<file path="src/rtl/c_packet_channel_alloc_pkg.sv">
// Shared types and sizing helpers for the wormhole output-channel allocator.
package c_packet_channel_alloc_pkg;

    typedef enum logic {
        ST_IDLE   = 1'b0,
        ST_LOCKED = 1'b1
    } alloc_state_t;

    function automatic int unsigned credit_width(input int unsigned n);
        return $clog2(n + 1);
    endfunction

    // Flat index of upper-triangle matrix cell (i,j), i<j, for an n x n matrix.
    function automatic int unsigned tri_idx(input int unsigned n, input int unsigned i,
                                            input int unsigned j);
        return i * n - (i * (i + 1)) / 2 + (j - i - 1);
    endfunction

endpackage

</file>
<file path="src/rtl/c_credit_counter.sv">
// Downstream credit counter: saturating at num_credits, flags a return into a full counter.
module c_credit_counter
    import c_packet_channel_alloc_pkg::*;
#(
    parameter  int unsigned num_credits = 4,
    localparam int unsigned cw          = credit_width(num_credits)
) (
    input  logic          clk,
    input  logic          reset,
    input  logic          dec,
    input  logic          inc,
    output logic [cw-1:0] count,
    output logic          nonzero,
    output logic          overflow
);

    always_ff @(posedge clk or negedge reset) begin
        if (!reset) begin
            count    <= cw'(num_credits);
            overflow <= 1'b0;
        end else begin
            overflow <= 1'b0;
            if (dec && !inc) begin
                count <= count - cw'(1);
            end else if (inc && !dec) begin
                if (count == cw'(num_credits)) begin
                    overflow <= 1'b1;
                end else begin
                    count <= count + cw'(1);
                end
            end
        end
    end

    assign nonzero = (count != '0);

endmodule

</file>
<file path="src/rtl/c_packet_channel_alloc.sv">
// Wormhole output-channel allocator: least-recently-served matrix arbitration per packet,
// grant held head-to-tail, every flit gated on downstream credits.
module c_packet_channel_alloc
    import c_packet_channel_alloc_pkg::*;
#(
    parameter  int unsigned num_ports   = 8,
    parameter  int unsigned num_credits = 4,
    localparam int unsigned cw          = credit_width(num_credits)
) (
    input  logic                 clk,
    input  logic                 reset,
    input  logic [0:num_ports-1] req,
    input  logic [0:num_ports-1] head,
    input  logic [0:num_ports-1] tail,
    input  logic                 credit_return,
    output logic [0:num_ports-1] gnt,
    output logic                 gnt_valid,
    output logic                 locked,
    output logic [cw-1:0]        credits,
    output logic                 err_proto,
    output logic                 err_credit
);

    localparam int unsigned tri_w  = num_ports * (num_ports - 1) / 2;
    localparam int unsigned tri_iw = (tri_w > 1) ? $clog2(tri_w) : 1;

    alloc_state_t         state_q, state_d;
    logic [0:num_ports-1] owner_q, owner_d;
    logic [tri_w-1:0]     pri_q, pri_d;
    logic [0:num_ports-1] cand, win;
    logic                 nonzero;
    logic                 done;

    // Row i beats column j; only the upper triangle is stored.
    function automatic logic beats(input logic [tri_w-1:0] m, input int unsigned i,
                                   input int unsigned j);
        if (i == j) return 1'b1;
        if (i < j) return m[tri_iw'(tri_idx(num_ports, i, j))];
        return ~m[tri_iw'(tri_idx(num_ports, j, i))];
    endfunction

    // Head-flit candidate that beats every other candidate.
    always_comb begin
        cand = req & head;
        win  = '0;
        for (int unsigned w = 0; w < num_ports; w++) begin
            win[w] = cand[w];
            for (int unsigned j = 0; j < num_ports; j++) begin
                if (j != w && cand[j] && !beats(pri_q, w, j)) win[w] = 1'b0;
            end
        end
    end

    always_comb begin
        state_d   = state_q;
        owner_d   = owner_q;
        gnt       = '0;
        err_proto = 1'b0;
        done      = 1'b0;
        case (state_q)
            ST_IDLE: begin
                if (nonzero && |win) begin
                    gnt = win;
                    if (|(win & tail)) begin
                        done = 1'b1;
                    end else begin
                        state_d = ST_LOCKED;
                        owner_d = win;
                    end
                end
            end
            ST_LOCKED: begin
                if (|(owner_q & req & head)) begin
                    err_proto = 1'b1;
                end else if (nonzero && |(owner_q & req)) begin
                    gnt = owner_q;
                    if (|(owner_q & tail)) begin
                        done    = 1'b1;
                        state_d = ST_IDLE;
                    end
                end
            end
            default: state_d = ST_IDLE;
        endcase
    end

    // Packet winner drops to lowest priority against everyone else.
    always_comb begin
        pri_d = pri_q;
        if (done) begin
            for (int unsigned i = 0; i < num_ports; i++) begin
                for (int unsigned j = i + 1; j < num_ports; j++) begin
                    if (gnt[i]) pri_d[tri_iw'(tri_idx(num_ports, i, j))] = 1'b0;
                    else if (gnt[j]) pri_d[tri_iw'(tri_idx(num_ports, i, j))] = 1'b1;
                end
            end
        end
    end

    always_ff @(posedge clk or negedge reset) begin
        if (!reset) begin
            state_q <= ST_IDLE;
            owner_q <= '0;
            pri_q   <= '1;
        end else begin
            state_q <= state_d;
            owner_q <= owner_d;
            pri_q   <= pri_d;
        end
    end

    assign gnt_valid = |gnt;
    assign locked    = (state_q == ST_LOCKED);

    c_credit_counter #(
        .num_credits (num_credits)
    ) u_credit_counter (
        .clk      (clk),
        .reset    (reset),
        .dec      (gnt_valid),
        .inc      (credit_return),
        .count    (credits),
        .nonzero  (nonzero),
        .overflow (err_credit)
    );

endmodule
</file>
<file path="config.mk">
export PLATFORM = sky130hd
export DESIGN_NAME = c_packet_channel_alloc
export DESIGN_NICKNAME = d
export VERILOG_FILES = /design/src/rtl/c_packet_channel_alloc_pkg.sv /design/src/rtl/c_credit_counter.sv /design/src/rtl/c_packet_channel_alloc.sv
export SDC_FILE = /design/constraint.sdc
export NUM_CORES = 1
export LEC_CHECK = 0
export CORE_MARGIN = 5
export CORE_UTILIZATION = 39
export CTS_CLUSTER_SIZE = 20
export DETAILED_ROUTE_END_ITERATION = 7
export MAX_ROUTING_LAYER = met4
export PLACE_DENSITY = 0.62
export SYNTH_ARGS = -nofsm -noshare
export SYNTH_HDL_FRONTEND = slang
export SYNTH_SLANG_ARGS = --single-unit
</file>
<file path="constraint.sdc">
create_clock -name clk -period 2.9 [get_ports clk]
set_input_delay 0.29 -clock clk [delete_from_list [all_inputs] [get_ports clk]]
set_output_delay 0.29 -clock clk [all_outputs]
set_load 0.1 [all_outputs]
</file>
==> out/results.md <==
| Step | Result | This run |
|:---|:---|:---|
| critical path | Maximum fanout along the worst path | 8 |
| yosys | Async set-or-reset flop fraction in the synthesized netlist | 1.00 |
| clock network | Number of CTS-inserted buffers | 5 |
| timing | Final-report max-slew violation count | 0 |
| drt | Starting DRT DRC Count | 187 |
| timing | Final critical delay including setup and external delays | 3230 ps |
| power | Total Power | 5070 uW |
| timing | Highest Clock Rate | 0.310 GHz |
| critical path | Sort of element at the start of the critical path | flop |
| clock network | Worst-case clock buffer depth | 2 |
| clock network | CTS HTree Levels | 2 |
| finish | Layout overhead on the synthesized area | 63.5% |
| timing | Final period util | 1.11 |
| global routing | Busiest metal layer after global routing | met2 |
| timing | Final Hold Vio Count | 0 |
| global routing | Number of global-route vias before repair | 3,014 |
| run | Number of violations of the max-capacitance limit | 0 |
| yosys | Count of state elements after synthesis | 41 |
| power | IR drop worst, VDD | 0.00143 V |
| finish | Finished Cell Area | 4100 um^2 |
| finish | Most common cell after layout, fill and taps aside | buf_4 |
| critical path | Start-to-end type of the worst setup path | flop to flop |
| yosys | Cell Area, Synth | 2510 um^2 |
| yosys | Mean area per synthesized cell | 9.61 um^2 |
| floorplan | Placeable core region | 6310 um^2 |
| finish | Commonest cells after routing, fill and taps aside | 104 x buf_4, 37 x nand3_1, 29 x dfstp_2 |
| drt | Detail Route Antenna Nets | 0 |
| yosys | Number of nets in the synthesized netlist | 291 |
| finish | Layout cells sized above 1 | 0.488 |
| clock network | Master cell of the clock root buffer | clkbuf_8 |
| timing | Pin slew with the least headroom to its limit | 959 ps |
| global routing | Grt total ovfl | 0 |
| timing | Min setup slack post-route | -329 ps |
| yosys | Leading area contributor after synthesis | dfstp_2 |
| placed design | Post-place instance area | 3890 um^2 |
| critical path | Required time of the critical path | 3100 ps |
| yosys | Prevailing post-synth register cell | dfstp_2 |
| clock network | Clock-pin transition on the worst setup and hold timing paths | 90 ps |
| drt | Via count normalized by instance count | 6.03 |
| drt | Vias post-DR | 2,899 |
| clock network | Latest clock arrival within the worst-skew pair | 290 ps |
| finish | Area taken by multi-input logic gates | 1480 um^2 |
| yosys | Count of distinct cell types in the synthesized netlist | 49 |
| yosys | Post-Synthesis Cells | 261 |
| status | Violations in the final reports | setup timing |
| finish | ANT cells | 0 |
| floorplan | Height of the die | 90.2 um |
| global routing | First-pass GRT wire length | 16,000 um |
| global routing | Pin count of the biggest net entering global routing | 42 |
| yosys | Proportion of netlist area held by the largest area contributor | 0.304 |
| yosys | EDFF count, synth | 0 |
| global routing | Met3 global-route usage | 0.0401 |
| finish | Final net count | 433 |
| clock network | Total of hold buffers inserted after clock tree synthesis | 0 |
| floorplan | Row count | 29 |
| floorplan | IO Pins | 42 |
| power | PwrDens | 1240 nW/um^2 |
| clock network | CTS tree | yes |
| drt | Average wire per cell in the routed design | 20.9 um |
| drt | Routed WL | 10,100 um |
| min path | Hold Path Class | primary input to async pin |
| placed design | Final Wtd Congestion | 0.969 |
| finish | Sequential Area | 1070 um^2 |
| finish | Fin util | 0.650 |
| timing | Slew margin rel. | 0.361 |
| yosys | Sequential fraction of the synthesis area | 0.423 |
| yosys | Ys Warns | 0 |
| placed design | Number of buffer cells added on primary ports | 41 |
| critical path | Arrival time of data at the critical path endpoint | 3430 ps |
| floorplan | Width of the die | 90.2 um |
| global routing | Met1 track demand over resource | 0.317 |
| global routing | Met2 Track Usage GR | 0.419 |
| floorplan | Die outline area | 8140 um^2 |
| placed design | Worst slack, placed | -709 ps |
| floorplan | Starting utilization of the core area | 0.397 |
| power | Total leakage power | 0.00179 uW |
| placed design | Sum of net half-perimeters after detailed placement | 8080 um |
| global routing | Initial antenna violation count | 0 |
| timing | Worst clock skew | 5.88 ps |
| drt | Count of unresolved DRC violations after routing | 0 |
| yosys | Main area contributors after synthesis | dfstp_2 30%, dfrtp_1 12%, nand3_1 7.4% |
| clock network | Number of clock sinks seen by CTS | 41 |
| timing | Setup repair after global routing missed its margin | yes |
| global routing | GRT Overall Usage | 0.256 |
| critical path | Setup crit end kind | flop |
| drt | Pre-antenna DRT Iters | 5 |
| finish | Number of fill cells in the layout | 549 |
| timing | Final setup violating endpoints | 5 |
| status | Status | complete, but fails checks |
## registers in the layout, summed over array words and instances, names as in the netlist
name                       count
u_credit_counter.overflow      1
pri_q                         28
u_credit_counter.count         3
locked                         1
owner_q                        8
## cell families (layout without fill, tap and decap cells)
| kind of cell | after synthesis | count (layout) | share of synthesized area |
|---|---|---|---|
| adder cells (fa/ha/maj) | 3 | 3 | 0.0180 |
| AO/OA/AOI/OAI | 85 | 85 | 0.271 |
| buffers and inverters | 19 | 162 | 0.0324 |
| flip-flops | 41 | 41 | 0.423 |
| XOR/XNOR | 1 | 1 | 0.00349 |
| AND/OR/NAND/NOR | 112 | 112 | 0.251 |
## repair_timing
action,4_1_cts,5_1_grt
resized for setup,18,11
gates cloned,0,0
endpoints found under the setup margin,5,8
pin swaps,12,14
buffers inserted,1,3
## critical path: stages (launching register included)
cell and delay [ps]:
dfrtp_1 410, a22o_1 270, a221oi_4 260, a2111oi_4 170, a22oi_2 240, clkinvlp_4 130, or4_4 520, or2_4 260
ha_4 170, fa_2 350, inv_2 70, nor3_1 40, a21oi_1 110, o21ai_1 80, o31ai_1 70
## area by class of cell
class,count,share of cell area
flip-flops and latches,41,0.261
clock buffers,6,0.0229
well taps,77,0.0235
clock inverters,2,0.00854
inverters,10,0.0110
multi-input cells,201,0.360
repair buffers,144,0.313
## worst paths after layout
kind / from / end / slack (ps) / cells after the start
max: owner_q[3] / u_credit_counter.count[2] / -330 / 14
min: reset / u_credit_counter.count[1] / 140 / 1
max reg2reg: owner_q[3] / u_credit_counter.count[2] / -330 / 14
min reg2reg: pri_q[25] / pri_q[25] / 490 / 2
max in group asynchronous: reset / u_credit_counter.count[0] / 2070 / 1
min in group clk: pri_q[25] / pri_q[25] / 490 / 2
## per-stage QoR
stage,setup TNS [ps],std cells,hold WS (ps)
floorplan,-3590,261,-5.59
global placement,-8660,470,462
detailed placement,-8670,470,470
CTS,-1190,479,170
global route,-1790,481,219
finish,-1270,481,144
## synthesized netlist by cell type (4+ instances only)
cell      number
a22oi_1        6
nor3_1         4
nor2_1        13
nand3b_1       9
o21a_1        23
nor4_1        12
dfstp_2       29
nand3_1       37
nand2_1       13
inv_1         10
o22ai_1        5
o21ai_0        7
dfrtp_1       12
buf_2          8
a22o_1        16
nand4_1        7
o21ai_1        4
## power by group
| group | leakage, uW | switching, uW | internal, uW |
|---|---|---|---|
| registers | 0.000457 | 251 | 1000 |
| logic | 0.00127 | 1790 | 1500 |
| clock network | 0.0000663 | 215 | 308 |
## routing by layer
layer / routed length (um) / vias to the layer above
met5: 0 / -
met4: 342 / 0
met3: 650 / 28
met2: 4940 / 137
met1: 4140 / 1431
li1: - / 1303
(Power assumes the default switching activity.)
